--- config.mk ---
export PLATFORM = sky130hd
export DESIGN_NAME = if_fetch_align_flat
export DESIGN_NICKNAME = d
export VERILOG_FILES = /design/src/rtl/if_fetch_align_pkg.sv /design/src/rtl/if_fetch_align_if.sv /design/src/rtl/if_fetch_align_fetch_word_fifo.sv /design/src/rtl/if_fetch_align.sv /design/src/flat_wrapper.sv
export SDC_FILE = /design/constraint.sdc
export NUM_CORES = 1
export LEC_CHECK = 0
export ABC_AREA = 1
export ABC_CLOCK_PERIOD_IN_PS = 3760
export CORE_MARGIN = 1
export CORE_UTILIZATION = 45
export DETAILED_ROUTE_END_ITERATION = 10
export PLACE_DENSITY = 0.74
export RECOVER_POWER = 25
export SLEW_MARGIN = 30
export SYNTH_ARGS = -nofsm -noshare
export SYNTH_HDL_FRONTEND = slang
export SYNTH_SLANG_ARGS = --single-unit
--- constraint.sdc ---
create_clock -name clk -period 3.76 [get_ports clk]
set_input_delay 0.94 -clock clk [delete_from_list [all_inputs] [get_ports clk]]
set_output_delay 0.94 -clock clk [all_outputs]
set_load 0.01 [all_outputs]
--- src/rtl/if_fetch_align_pkg.sv ---
// Shared types and constants for the instruction-fetch/align stage.
package if_fetch_align_pkg;

  localparam int unsigned FETCH_DEPTH_DEFAULT = 4;
  localparam logic [31:0] RESET_PC_DEFAULT    = 32'h0000_0000;

  typedef logic [31:0] fetch_word_t;

  // Instruction handed to decode: word, size flag and its PC
  typedef struct packed {
    fetch_word_t instr;
    logic        compressed;
    fetch_word_t pc;
  } fetch_instr_t;

  // RVC encodings never have 2'b11 in the two low bits
  function automatic logic is_compressed(input logic [15:0] half);
    return half[1:0] != 2'b11;
  endfunction

endpackage

--- src/rtl/if_fetch_align_if.sv ---
// Program-memory, redirect and decode handshake bundle of the fetch stage.
interface if_fetch_align_if;
  import if_fetch_align_pkg::*;

  fetch_word_t pmAddr;
  logic        pmReq;
  fetch_word_t pmData;
  logic        redirectEn;
  fetch_word_t redirectPc;
  fetch_word_t instrIF;
  logic        instrCompressedIF;
  fetch_word_t pcIF;
  logic        instrValidIF;
  logic        instrReadyIF;

  // Fetch stage side
  modport master (
    output pmAddr, pmReq, instrIF, instrCompressedIF, pcIF, instrValidIF,
    input  pmData, redirectEn, redirectPc, instrReadyIF
  );

  // Memory / decode / redirect-source side
  modport slave (
    input  pmAddr, pmReq, instrIF, instrCompressedIF, pcIF, instrValidIF,
    output pmData, redirectEn, redirectPc, instrReadyIF
  );

endinterface

--- src/rtl/if_fetch_align_fetch_word_fifo.sv ---
// Small word FIFO with synchronous clear and a peek at the two oldest entries.
module if_fetch_align_fetch_word_fifo
  import if_fetch_align_pkg::*;
#(
  parameter int unsigned DEPTH = FETCH_DEPTH_DEFAULT,
  localparam int unsigned AW   = $clog2(DEPTH),
  localparam int unsigned CW   = AW + 1
) (
  input  logic        clk,
  input  logic        rst,
  input  logic        clr,
  input  logic        push,
  input  fetch_word_t push_data,
  input  logic        pop,
  output fetch_word_t head,
  output logic [15:0] head_next_lo,
  output logic [CW-1:0] count
);

  fetch_word_t   mem_q [DEPTH];
  fetch_word_t   mem_d [DEPTH];
  logic [AW-1:0] rd_ptr_q, rd_ptr_d;
  logic [AW-1:0] wr_ptr_q, wr_ptr_d;
  logic [CW-1:0] count_q, count_d;

  // Pointer/count update; clear wins over push and pop
  always_comb begin
    mem_d    = mem_q;
    rd_ptr_d = rd_ptr_q;
    wr_ptr_d = wr_ptr_q;
    count_d  = count_q;
    if (clr) begin
      rd_ptr_d = '0;
      wr_ptr_d = '0;
      count_d  = '0;
    end else begin
      if (push) begin
        mem_d[wr_ptr_q] = push_data;
        wr_ptr_d        = wr_ptr_q + AW'(1);
      end
      if (pop) begin
        rd_ptr_d = rd_ptr_q + AW'(1);
      end
      count_d = count_q + CW'(push) - CW'(pop);
    end
  end

  // Storage needs no reset; only pointers and count are cleared
  always_ff @(posedge clk) begin
    mem_q <= mem_d;
    if (rst) begin
      rd_ptr_q <= '0;
      wr_ptr_q <= '0;
      count_q  <= '0;
    end else begin
      rd_ptr_q <= rd_ptr_d;
      wr_ptr_q <= wr_ptr_d;
      count_q  <= count_d;
    end
  end

  // Only the low half of head+1 is ever needed (straddling instruction)
  assign head         = mem_q[rd_ptr_q];
  assign head_next_lo = mem_q[rd_ptr_q + AW'(1)][15:0];
  assign count        = count_q;

  a_no_overflow: assert property (@(posedge clk) disable iff (rst || clr)
                                  !(push && count_q == CW'(DEPTH)));

endmodule

--- src/rtl/if_fetch_align.sv ---
// Fetch stage: word requests to program memory, word FIFO, 16/32-bit aligner.
module if_fetch_align
  import if_fetch_align_pkg::*;
#(
  parameter logic [31:0] RESET_PC    = RESET_PC_DEFAULT,
  parameter int unsigned FETCH_DEPTH = FETCH_DEPTH_DEFAULT
) (
  input logic              clk,
  input logic              rst,
  if_fetch_align_if.master bus
);

  localparam int unsigned CW = $clog2(FETCH_DEPTH) + 1;
  localparam int unsigned OW = CW + 1;

  fetch_word_t pc_q, pc_d;
  fetch_word_t fetch_addr_q, fetch_addr_d;
  logic        req_pending_q, req_pending_d;

  fetch_word_t   w0;
  logic [15:0]   w1_lo;
  logic [CW-1:0] count;
  logic          push, pop, pm_req;

  logic [15:0]  half;
  logic         half_c, have_one, have_two, instr_valid, fire;
  fetch_instr_t out_c;

  if_fetch_align_fetch_word_fifo #(.DEPTH(FETCH_DEPTH)) u_fifo (
    .clk          (clk),
    .rst          (rst),
    .clr          (bus.redirectEn),
    .push         (push),
    .push_data    (bus.pmData),
    .pop          (pop),
    .head         (w0),
    .head_next_lo (w1_lo),
    .count        (count)
  );

  // Request issue: the in-flight word counts against FIFO space; a response
  // arriving during a redirect belongs to the old stream and is dropped
  always_comb begin
    pm_req = 1'b0;
    if (!rst && !bus.redirectEn) begin
      pm_req = (OW'(count) + OW'(req_pending_q)) < OW'(FETCH_DEPTH);
    end
    push = req_pending_q && !bus.redirectEn;
  end

  // Aligner: pick the halfword at pc, decide size and whether w1 is needed
  always_comb begin
    half        = pc_q[1] ? w0[31:16] : w0[15:0];
    half_c      = is_compressed(half);
    have_one    = count != '0;
    have_two    = count >= CW'(2);
    instr_valid = !rst && !bus.redirectEn &&
                  (have_two || (have_one && !(pc_q[1] && !half_c)));
    fire        = instr_valid && bus.instrReadyIF;
    // w0 is consumed once its upper half has been used
    pop         = fire && (pc_q[1] || !half_c);
    out_c.instr      = half_c ? {16'h0000, half}
                              : (pc_q[1] ? {w1_lo, w0[31:16]} : w0);
    out_c.compressed = half_c;
    out_c.pc         = pc_q;
  end

  // Next PC / fetch address; redirect overrides the handshake
  always_comb begin
    pc_d          = pc_q;
    fetch_addr_d  = fetch_addr_q;
    req_pending_d = pm_req;
    if (bus.redirectEn) begin
      pc_d         = bus.redirectPc & 32'hFFFF_FFFE;
      fetch_addr_d = bus.redirectPc & 32'hFFFF_FFFC;
    end else begin
      if (fire) begin
        pc_d = pc_q + (half_c ? 32'd2 : 32'd4);
      end
      if (pm_req) begin
        fetch_addr_d = fetch_addr_q + 32'd4;
      end
    end
  end

  // State registers with synchronous reset
  always_ff @(posedge clk) begin
    if (rst) begin
      pc_q          <= RESET_PC;
      fetch_addr_q  <= RESET_PC & 32'hFFFF_FFFC;
      req_pending_q <= 1'b0;
    end else begin
      pc_q          <= pc_d;
      fetch_addr_q  <= fetch_addr_d;
      req_pending_q <= req_pending_d;
    end
  end

  assign bus.pmReq             = pm_req;
  assign bus.pmAddr            = fetch_addr_q;
  assign bus.instrIF           = out_c.instr;
  assign bus.instrCompressedIF = out_c.compressed;
  assign bus.pcIF              = out_c.pc;
  assign bus.instrValidIF      = instr_valid;

endmodule

--- src/flat_wrapper.sv ---
// flat-port wrapper written by rule: the top's interface ports become plain ports
module if_fetch_align_flat import if_fetch_align_pkg::*;
#(
  parameter logic [31:0] RESET_PC    = RESET_PC_DEFAULT,
  parameter int unsigned FETCH_DEPTH = FETCH_DEPTH_DEFAULT
)
  (clk, rst, bus_pmAddr, bus_pmReq, bus_instrIF, bus_instrCompressedIF, bus_pcIF, bus_instrValidIF, bus_pmData, bus_redirectEn, bus_redirectPc, bus_instrReadyIF);
  if_fetch_align_if bus_i ();
  input logic clk;
  input logic rst;
  output wire logic [$bits(bus_i.pmAddr)-1:0] bus_pmAddr;
  output wire logic [$bits(bus_i.pmReq)-1:0] bus_pmReq;
  output wire logic [$bits(bus_i.instrIF)-1:0] bus_instrIF;
  output wire logic [$bits(bus_i.instrCompressedIF)-1:0] bus_instrCompressedIF;
  output wire logic [$bits(bus_i.pcIF)-1:0] bus_pcIF;
  output wire logic [$bits(bus_i.instrValidIF)-1:0] bus_instrValidIF;
  input wire logic [$bits(bus_i.pmData)-1:0] bus_pmData;
  input wire logic [$bits(bus_i.redirectEn)-1:0] bus_redirectEn;
  input wire logic [$bits(bus_i.redirectPc)-1:0] bus_redirectPc;
  input wire logic [$bits(bus_i.instrReadyIF)-1:0] bus_instrReadyIF;
  assign bus_pmAddr = bus_i.pmAddr;
  assign bus_pmReq = bus_i.pmReq;
  assign bus_instrIF = bus_i.instrIF;
  assign bus_instrCompressedIF = bus_i.instrCompressedIF;
  assign bus_pcIF = bus_i.pcIF;
  assign bus_instrValidIF = bus_i.instrValidIF;
  assign bus_i.pmData = bus_pmData;
  assign bus_i.redirectEn = bus_redirectEn;
  assign bus_i.redirectPc = bus_redirectPc;
  assign bus_i.instrReadyIF = bus_instrReadyIF;
  if_fetch_align #(.RESET_PC(RESET_PC), .FETCH_DEPTH(FETCH_DEPTH)) u_core (.clk(clk), .rst(rst), .bus(bus_i));
endmodule
== Yosys cells after proc, flatten, opt, wreduce, memory -nomap -nowiden ==
Cells that the tools add are included.

* Add/subtract/negate cells: 7
* Order comparisons: 6
* Equality and inequality tests: 1
* Muxes and demuxes: 18
* Bitwise gates (word level): 4
* Reduce and logical (&&, ||, !) cells: 19

{| class="wikitable"
|+ Operators with widths
! cell !! number
|-
| $mux 32 || 9
|-
| $bmux 32 s2 || 2
|-
| $bwmux 128 || 1
|-
| $demux 32 s2 || 1
|-
| $mux 16 || 3
|-
| $add 32x3->32 const B || 1
|-
| $add 32x32->32 || 1
|-
| $ge 3x3->1 const B || 3
|-
| $not 2->3 || 3
|-
| $logic_and 1x1->1 || 8
|-
| $add 2x1->2 const B || 2
|-
| $add 3x1->4 || 1
|-
| $logic_not 1->1 || 4
|-
| $lt 4x3->1 const B || 1
|-
| $reduce_bool 2->1 || 2
|-
| $add 3x1->3 || 1
|-
| $ge 3x2->1 const B || 1
|-
| $lt 3x1->1 const B || 1
|-
| $mux 3 || 1
|-
| $reduce_bool 3->1 || 1
|-
| $sub 3x1->3 || 1
|-
| $logic_or 1x1->1 || 2
|-
| $ne 2x2->1 const B || 1
|-
| $reduce_and 2->1 || 1
|-
| other kinds (3) || 3
|}

* Flip-flop bits (word level): 200
* Logic and storage cells: 67

== Depth between registers and ports, before layout ==
* Depth after elaboration: 15
* Mapped depth: 23
* Gate-level depth less buffers: 21

== Modules after synthesis ==
A second synthesis with hierarchy kept.

* Cells, all modules: 1,354
* Area total of the unflattened synthesis: 10,412.5 um2

{| class="wikitable"
|+ By module, submodules not included
! module !! times used !! cells an instance !! area each (um2)
|-
| if_fetch_align_fetch_word_fifo || 1 || 522 || 5,749.3
|-
| if_fetch_align || 1 || 832 || 4,663.2
|}

== Worst setup path after synthesis ==
No wires, ideal clock.

* Path type: input port to flip-flop
* From: input port bus_redirectEn
* To: register u_core.u_fifo.mem_q[0] (netlist name), enable pin
* Library setup time: 0.421 ns
* Data arrival time: 2.758 ns
* Path slack: 0.581 ns
* Stages: 4
* Path buffers: 1
* Cell sequence: inv_1 buf_2 nand2_1 nor2_1

* Cells in the longest elaborated chain, start to end: 3

{| class="wikitable"
|+ RTL lines
! element !! RTL line !! source
|-
| start, declared || flat_wrapper.sv:18 || <nowiki>input wire logic [$bits(bus_i.redirectEn)-1:0] bus_redirectEn;</nowiki>
|-
| $logic_not 1->1 || if_fetch_align.sv:48 || <nowiki>push = req_pending_q && !bus.redirectEn;</nowiki>
|-
| $logic_and 1x1->1 || if_fetch_align.sv:48 ||
|-
| $reduce_and 2->1 (no line) * || - ||
|-
| end signal, assigned || if_fetch_align_fetch_word_fifo.sv:50 || <nowiki>mem_q <= mem_d;</nowiki>
|-
| end, declared || if_fetch_align_fetch_word_fifo.sv:20 || <nowiki>fetch_word_t mem_q [DEPTH];</nowiki>
|}

Mark *: on every way between the ends. The rest lies on a longest branch, timed or not.
A chain may end at the register's enable or synchronous reset.

== Worst setup path in the final report ==
* From: input port bus_redirectEn
* To: output port bus_pmReq

* Cells in the longest elaborated chain, start to end: 3

{| class="wikitable"
|+ RTL lines
! element !! RTL line !! source
|-
| $logic_not 1->1 || if_fetch_align.sv:45 || <nowiki>if (!rst && !bus.redirectEn) begin</nowiki>
|-
| $logic_and 1x1->1 || if_fetch_align.sv:45 ||
|-
| $mux 1 || if_fetch_align.sv:45 ||
|-
| end, declared || flat_wrapper.sv:12 || <nowiki>output wire logic [$bits(bus_i.pmReq)-1:0] bus_pmReq;</nowiki>
|}

Every way passes these cells.

==> results.cfg <==
[sta]
post-route-min-period_ns = 3.60
worst_pin_slew_ns = 0.566
rsz0062_at_grt = false
min_period_over_period = 0.957
setup_viol = 0
skew_ns = 0.0144
max_freq_ghz = 0.278
hold_viol = 0
slew_headroom = 0.623
fin_setup_tns_ns = 0
holdWs_ns = 0.548
maxSlewViolCount = 0

[setup_path]
endpoint_kind = output pin
r2r_slack_ns = 0.61
r2r_end = u_core.u_fifo.count[2]$_SDFF_PN0_
cp.arrival_ns = 2.66
start_kind = primary input
critPathKind = primary input to output pin
crit_slowest_cell = clkdlybuf4s50_1
worstPathRequired_ns = 2.82
crit_chain = clkdlybuf4s50_1, nor2_2, nand3_4, inv_2, clkdlybuf4s50_1
cp_top_family = buffers and inverters
r2r_start = u_core.u_fifo.rd_ptr_q[0]$_SDFFE_PN0P_
cp_slowest_stage_delay_ns = 0.54
ff2ff_path_depth = 22
crit_top_cell = clkdlybuf4s50_1
path_buf_inv = 3
worstPathMaxFanout = 7

[layout]
insertedDiodeCount = 0
area_delta_synth_final_pct = 24.3
nets = 1539
nFillCells = 2009
drive_gt1_frac = 0.0790
final_cells = 1782
final_core_util = 0.577

[grt]
antenna_found_initial = 1
grt_max_degree = 51
grt_overflow = 0
grtUsageTotal = 0.258
first_global_vias = 8998
grt_pass1_wl_um = 47900

[min_path]
hold_class = flop to flop
min_from = u_core.bus.pcIF[8]$_SDFFE_PP0P_
hold_depth = 2
holdPathEnd = u_core.bus.pcIF[8]$_SDFFE_PP0P_

[power_and_ir_drop]
power_density_nw_per_um2 = 372
vdd.ir_drop.worst_v = 0.000260
p_leak_nw = 4.93

[placed_design]
dpl.hpwl_um = 21900
place_inst = 1750
io_buffers = 162
gp_congestion = 0.953

[die]
fp.coreArea_um2 = 22900
fp-row-count = 55
dieHeight_um = 156
initial_core_util = 0.464
dieArea_um2 = 24300
ioPinCount = 167
die_w_um = 156

[synth]
synth-seq-cells = 197
synth.distinct_cells = 47
syn_area_per_cell_um2 = 8.13
yosysWarnings = 0
yosysSeqAreaShare = 0.491
synthCells = 1308
syn-cell-area_um2 = 10600

[cts]
cts.sinks = 197
cts_hold_buffers = 0
cts_buffer_depth = 2
post_cts_buffers = 0
ctsRootBufferMaster = clkbuf_16
cts_buffers = 17
tritoncts = done
clk_latency_ns = 0.45
clk_pin_slew_worst_paths_ns = 0.08
cts-htree-levels = 4

[route]
wl_per_cell_um = 17.1
firstDrtPassIters = 6
ant_nets = 0
wl_um = 30500
via_per_inst = 5.40
drc_errors = 0
dr_total_vias = 9625
drtIter0Drc = 729

[outcome]
status = completed

[run]
cap_violations = 0
state kept, by name, summed over array words and instances, names as in the netlist:
signal and count:
u_core.u_fifo.rd_ptr_q 2, u_core.bus.pmAddr 30, u_core.bus.pcIF 31, u_core.u_fifo.count 3
u_core.u_fifo.wr_ptr_q 2, u_core.req_pending_q 1, u_core.u_fifo.mem_q 128
cell type report:
cell class	instances	area [um^2]	share of cell area
sequential	197	5230	0.396
multi-input combinational	926	4620	0.350
timing repair buffer	188	1850	0.140
inverter	126	478	0.0362
clock buffer	17	425	0.0322
tap	313	392	0.0296
clock inverter	15	223	0.0168
worst reg2reg max path, cell delays in order (launching register included):
cell     delay (ns)
dfxtp_4        0.38
buf_6          0.15
nor2_1         0.10
nor2_1         0.04
o21ai_1        0.08
nand2_1        0.08
nand2_1        0.08
nand2_2        0.10
nand2_8        0.14
inv_1          0.10
ha_1           0.20
inv_1          0.05
nand2_1        0.04
nand2_1        0.10
nand3_2        0.09
nor2_1         0.20
ha_1           0.26
inv_1          0.05
ha_1           0.13
inv_1          0.05
fa_1           0.38
xnor2_1        0.16
nor2_1         0.05
cell usage after synthesis (all sizes together):
library cell	number	area [um^2]
a21boi	2	15.0
a21o	1	7.51
a21oi	83	434
a31oi	19	119
a32o	3	30.0
and2	2	12.5
buf	45	303
clkbuf	16	60.1
clkinv	1	3.75
conb	1	3.75
dfxtp	69	1380
edfxtp	128	3840
fa	2	40.0
ha	13	163
inv	125	469
nand2	335	1280
nand3	78	418
nand3b	12	90.1
nand4	9	56.3
nor2	174	721
nor3	6	35.0
o2111ai	6	52.6
o211ai	14	105
o21a	2	15.0
o21ai	118	617
o21bai	1	7.51
o221ai	3	26.3
o22a	11	96.3
o22ai	4	25.0
or2	7	43.8
xnor2	7	61.3
xor2	11	96.3
routing by layer:
metal,track usage,up-vias,part of all wire
li1,-,4666,-
met1,0.330,4487,0.41
met2,0.423,410,0.47
met3,0.0553,60,0.082
met4,0.112,2,0.036
met5,0,-,0.00049
power breakdown:
group          switching [W]  internal [W]  leakage (nW)
registers          0.0000724       0.00235          1.73
logic               0.000300      0.000260          2.90
clock network       0.000994      0.000941         0.311
total                0.00137       0.00356          4.93
per-stage QoR:
step	cell area, um^2	setup slack [ns]	power, W
global route	13200	0.0216	0.00510
detailed placement	12500	0.193	0.00303
floorplan	10600	0.581	0.00272
finish	13200	0.162	0.00492
CTS	13200	0.000257	0.00496
global placement	12500	0.186	0.00303
cell families (layout without fill, tap and decap cells):
group           after synthesis  count (layout)  share of synthesized area
xor+xnor                     18              18                     0.0148
buf+inv                     187             346                     0.0786
fa+ha+maj                    15              15                     0.0191
simple gates                623             623                      0.250
flops                       197             197                      0.491
other cells                   1               3                   0.000353
compound gates              267             267                      0.146
worst max-delay path by stage:
stage                                           startpoint                          endpoint  depth (start not counted)
floorplan                                   bus_redirectEn  u_core.u_fifo.mem_q[0]$_DFFE_PP_                          4
global placement                            bus_redirectEn                         bus_pmReq                          5
detailed placement                          bus_redirectEn                         bus_pmReq                          5
CTS                 u_core.u_fifo.rd_ptr_q[0]$_SDFFE_PN0P_                  bus_instrValidIF                         16
global route        u_core.u_fifo.rd_ptr_q[0]$_SDFFE_PN0P_                   bus_instrIF[18]                          7
finish                                      bus_redirectEn                         bus_pmReq                          5
cell usage in the layout, fill, tap and decap left out, types with 13 or more instances in the layout:
cell	Yosys	routed
clkdlybuf4s50_1	0	133
dlygate4sd3_1	0	27
a31oi_1	19	19
nor2_1	157	153
ha_1	13	13
buf_4	13	21
o21ai_0	91	91
dfxtp_1	69	67
inv_1	120	119
a21oi_1	78	78
nand2_1	326	326
nand3_1	74	74
o211ai_1	14	14
clkbuf_16	0	17
o21ai_1	20	20
edfxtp_1	128	128
timing repair:
action | in CTS | in global routing
pin swaps | 1 | 1
endpoints found under the setup margin | 1 | 7
gates resized for setup | 3 | 7
Power figures use the tool's default switching activity.
==> RTL edit 1: new RTL, same flow settings <==
The package constant `FETCH_DEPTH_DEFAULT` goes from 4 to 2.
--- a/src/rtl/if_fetch_align_pkg.sv
+++ b/src/rtl/if_fetch_align_pkg.sv
@@ -3,3 +3,3 @@
 
-  localparam int unsigned FETCH_DEPTH_DEFAULT = 4;
+  localparam int unsigned FETCH_DEPTH_DEFAULT = 2;
   localparam logic [31:0] RESET_PC_DEFAULT    = 32'h0000_0000;
Function: changed (a bounded check fails within 4 cycles, from zero or initial values and one cycle with rst high).
==> RTL edit 1 against the original RTL <==
- synthesized cell count fell by 24%
- largest cell class is now multi-input combinational cells
- worst setup slack improved by 19 ps
- synthesized area shrank 30%
- global-route usage down 0.63 points
- highest routed layer unchanged
- sequential cell count down 67
- final area fell by 26%
- critical endpoint is now bus_instrValidIF
- power down 25%
- wire length fell by 30%
==> RTL edit 1: results (changes against the original RTL) <==
top_reg_cell synth dfxtp_1 (was edfxtp_1); Signal buffers 173 (was 188); met3 usage 0.04805 (was 0.05528); xor and xnor area share after synthesis 0.01407 (was 0.01482); pre-CTS WS 328.6 ps (was 193.0 ps); mux contribution to synthesized area 0.02144 (was 0); met3 WL 1.472 mm (was 2.513 mm); ClkCell Share 0.05744 (was 0.04903); via/cell ratio 5.172 (was 5.401); wire per inst 15.36 um (was 17.13 um); Worst VDD drop 0.3158 mV (was 0.2602 mV); Worst path slowest cell clkdlybuf4s50_1 (unchanged); CP max stage delay 580 ps (was 540 ps); Biggest Area Class multi-input combinational cells (was flip-flops and latches); Sw Pwr 990.7 uW (was 1.367 mW); HPWL after DPL 15.36 mm (was 21.89 mm); worst rel slew slack 0.1989 (was 0.6229); CTS sink cnt 130 (was 197); fraction of area in multi-input gates 0.3564 (was 0.3496); Tot GR Track Use 0.2521 (was 0.2584); mean post-synth cell area 7.498 um2 (was 8.132 um2); Setup Skew 7.959 ps (was 14.43 ps); GP Congestion 0.8820 (was 0.9529); sequential cell area share 0.3317 (was 0.3956); via count 7148 (was 9625); Final Util 0.6091 (was 0.5769); placed cell areas 9219 um2 (was 12540 um2); FF+latch area 3244 um2 (was 5230 um2); routed wl met2 10.02 mm (was 14.33 mm); clock network power share 0.425 (was 0.393); initial antenna violation count 2 (was 1); Unique masters post-synth 41 (was 47); status completed (unchanged); worst path arrival time 2640 ps (was 2660 ps); M1 WL 9.277 mm (was 12.57 mm); Largest register FFs 64 (was 128); Non-Clock Inverter Count 135 (was 126); fill cell instance count of the final layout 1418 (was 2009); compound-gate portion of the synthesized area 0.1632 (was 0.1457); Inst Count DP 1348 (was 1750); GR Layer Usage met1 0.3169 (was 0.3295); share of synthesized cell area in full adder, half adder and majority cells 0.01441 (was 0.01906); Leak 3.661 nW (was 4.933 nW); Non-Clock Buffer Area Fraction 0.1730 (was 0.1400); commonest cells in the netlist nand2_1, inv_1, a21oi_1 (was nand2_1, nor2_1, edfxtp_1); vias in the first global route 6455 (was 8998); met2 usage 0.4255 (was 0.4234); Clock Latency Late Sink 420 ps (was 450 ps); initial DRC count 480 (was 729); number of enable flip-flop cells after synthesis 64 (was 128); sequential area share after synthesis 0.4342 (was 0.4912); maximum number of pins on one net before global-route repair 55 (was 51); share of cells above drive strength 1 0.09794 (was 0.07897); NumNets Final 1227 (was 1539); CTS clk-pin slew, worst paths 60 ps (was 80 ps); number of antenna diodes 2 (was 0); top cells by area, synth edfxtp_1, dfxtp_1, nand2_1 (unchanged); first-pass GRT wire length 32.61 mm (was 47.91 mm); Critical Path Fanout Max 25 (was 7); drt pass-1 iters 5 (was 6)
RTL edit 1: cell count changes in the layout (fill, tap and decap cells not counted), sizes merged, moves of 16 or more:
cell / before / now
a21oi: 83 / 113
buf: 27 / 10
edfxtp: 128 / 64
mux2i: 0 / 16
nand2: 335 / 243
nor2: 174 / 90
o21ai: 118 / 87
RTL edit 1: what timing repair did:
item	4_1_cts	5_1_grt
gates resized for setup	0	2
endpoints found under the hold margin	0	0
setup endpoints to repair	0	17
hold buffers	0	0
RTL edit 1: path summary, 6_finish.rpt:
kind	startpoint	end	slack, ps	cells after the start
max	u_core.u_fifo.rd_ptr_q	bus_instrValidIF	180	11
min	u_core.u_fifo.wr_ptr_q	u_core.u_fifo.wr_ptr_q	540	2
max reg2reg	u_core.u_fifo.rd_ptr_q	u_core.bus.pcIF[31]	780	15
min reg2reg	u_core.u_fifo.wr_ptr_q	u_core.u_fifo.wr_ptr_q	540	2
==> RTL edit 2: new RTL, same settings <==
Made on the original files. Reset style: asynchronous (`rst`), changed in one clocked block. Comments in the files are not updated.
--- a/src/rtl/if_fetch_align.sv
+++ b/src/rtl/if_fetch_align.sv
@@ -86,3 +86,3 @@
   // State registers with synchronous reset
-  always_ff @(posedge clk) begin
+  always_ff @(posedge clk or posedge rst) begin
     if (rst) begin
Check against the original RTL: differs if rst is asserted again (counterexample within 4 cycles, from zero or initial values and one cycle with rst high); with rst held inactive, the same outputs for 4 cycles.
==> RTL edit 2 against the original RTL <==
- sequential share of layout area increased by 1.5 points
- synthesized area increased by 2.1%
- power increased by 9.0%
- clock skew decreased by 3.2 ps
- register-to-register slack got worse by 140 ps
- global-route usage decreased by 0.99 points
- final area increased by 2.0%
- via count increased by 0.68%
- core utilization decreased by 0.40 points
- wire length decreased by 3.1%
- worst setup slack got worse by 45 ps
- synthesized cell count increased by 3.7%
- sequential cell count unchanged
==> RTL edit 2: results (changes against the original RTL) <==
status completed (unchanged); Critical Path Fanout Max 15 (was 7); initial antenna violation count 4 (was 1); Top reg by flops u_core.u_fifo.mem_q (unchanged); Setup Skew 11.19 ps (was 14.43 ps); sequential area share after synthesis 0.5098 (was 0.4912); synthesized netlist cell count 1356 (was 1308); Worst Hold Path Cells 2 (unchanged); Leak 5.736 nW (was 4.933 nW); vias in the first global route 9264 (was 8998); Unique masters post-synth 41 (was 47); NumNets Final 1600 (was 1539); post-route non-filler standard cell count 1851 (was 1782); WL final 29.58 mm (was 30.53 mm); routed wl met2 13.65 mm (was 14.33 mm); worst-case reg-to-reg path depth 17 (was 22); first-pass GRT wire length 47.02 mm (was 47.91 mm); Worst VDD drop 0.2723 mV (was 0.2602 mV); Largest register FFs 128 (unchanged); met3 WL 2.400 mm (was 2.513 mm); hold path startpoint u_core.u_fifo.wr_ptr_q[1] (was u_core.bus.pcIF[8]); GP Congestion 0.9099 (was 0.9529); share of cells above drive strength 1 0.06993 (was 0.07897); Hold Path End u_core.u_fifo.wr_ptr_q[1] (was u_core.bus.pcIF[8]); Clock Latency Late Sink roughly 440 ps; worst r2r dst u_core.bus.pcIF[11] (was u_core.u_fifo.count[2]); mux contribution to synthesized area 0 (unchanged); Tot GR Track Use 0.2485 (was 0.2584); worst path arrival time 2700 ps (was 2660 ps); M1 WL 12.70 mm (was 12.57 mm); number of enable flip-flop cells after synthesis 128 (unchanged); maximum number of pins on one net before global-route repair 42 (was 51); fill cell instance count of the final layout 2083 (was 2009); Worst Hold Class flip-flop to flip-flop (unchanged); initial DRC count 958 (was 729); Clock H-tree levels 4 (unchanged); CTS Root Cell clkbuf_16 (unchanged); Slew @ Worst Pin 682.7 ps (was 565.7 ps); Inst Count DP 1814 (was 1750); share of synthesized cell area in full adder, half adder and majority cells 0.01867 (was 0.01906); CTS clk-pin slew, worst paths 80 ps (about the same); HPWL after DPL 20.73 mm (was 21.89 mm); commonest cells in the netlist nand2_1, nor2_1, inv_1 (was nand2_1, nor2_1, edfxtp_1); IO buf count 162 (unchanged); top_reg_cell synth edfxtp_1 (unchanged); drt pass-1 iters 6 (unchanged); Async SR Flop Fraction 0.3147 (was 0); synth warn 0 (unchanged); compound-gate portion of the synthesized area 0.08838 (was 0.1457); top cells by area, synth edfxtp_1, dfrtp_1, nand2_1 (was edfxtp_1, dfxtp_1, nand2_1); worst r2r src u_core.u_fifo.rd_ptr_q[0] (unchanged); xor and xnor area share after synthesis 0.01371 (was 0.01482); via count 9690 (was 9625); WHS 526.8 ps (was 548.5 ps); R2R Setup Slk 470 ps (was 610 ps); CTS Buffer Depth 2 (unchanged)
RTL edit 2: how the worst max path moves through the flow:
stage	end	from	cells past startpoint
finish	bus_instrIF[24]	u_core.u_fifo.rd_ptr_q[0]	10
global route	bus_instrIF[24]	u_core.u_fifo.rd_ptr_q[0]	10
CTS	bus_instrValidIF	u_core.u_fifo.rd_ptr_q[0]	16
detailed placement	bus_instrValidIF	u_core.u_fifo.rd_ptr_q[0]	15
global placement	bus_instrValidIF	u_core.u_fifo.rd_ptr_q[0]	15
floorplan	u_core.u_fifo.mem_q[0]	bus_redirectEn	4
RTL edit 2: worst max-delay path, stage by stage (launching register included):
cell	delay (ps)
dfxtp_4	430
clkbuf_4	200
nand2_1	50
nand3_1	70
nand2_1	80
o21ai_2	190
nand2_4	110
buf_4	170
buf_4	220
nor2_2	170
clkdlybuf4s50_1	560
RTL edit 2: kinds of logic (layout without fill, tap and decap cells):
| kind of cell | after synthesis | in the layout |
|---|---|---|
| xor+xnor | 17 | 17 |
| fa+ha+maj | 15 | 15 |
| simple gates | 756 | 756 |
| flops | 197 | 197 |
| other cells | 1 | 5 |
| compound gates | 176 | 176 |
| buf+inv | 194 | 366 |
RTL edit 2: layout make-up:
type | count | area share
Antenna cell | 2 | 0.0003711
Timing Repair Buffer | 194 | 0.1387
Clock inverter | 15 | 0.01651
Sequential cell | 197 | 0.4108
Multi-Input combinational cell | 967 | 0.3330
Inverter | 140 | 0.03952
Clock buffer | 17 | 0.03154
Tap cell | 319 | 0.02959
RTL edit 2: power breakdown:
part	internal [mW]	switching, mW
combinational	0.420	0.481
clock	0.939	0.984
sequential	2.40	0.143
RTL edit 2: what timing repair did:
item | in CTS | in global routing
endpoints found under the hold margin | 0 | 0
buffers inserted | 1 | 2
endpoints found under the setup margin | 3 | 9
gates resized for setup | 2 | 8
hold buffers | 0 | 0
pin swaps | 0 | 1
RTL edit 2: stage by stage:
stage                     cell area [um2]  worst slack [ps]  power, mW
final                               13490             116.8      5.364
after global routing                13480             11.55      5.572
after CTS                           13450             10.08      5.389
after detailed placement            12780             362.0      3.481
after global placement              12780             368.3      3.465
after floorplan                     10870             675.5      3.003
RTL edit 2: layer usage:
metal	track usage	up-vias
met3	0.04405	59
met5	0	-
met1	0.3354	4482
li1	-	4729
met4	0.1012	2
met2	0.3949	418
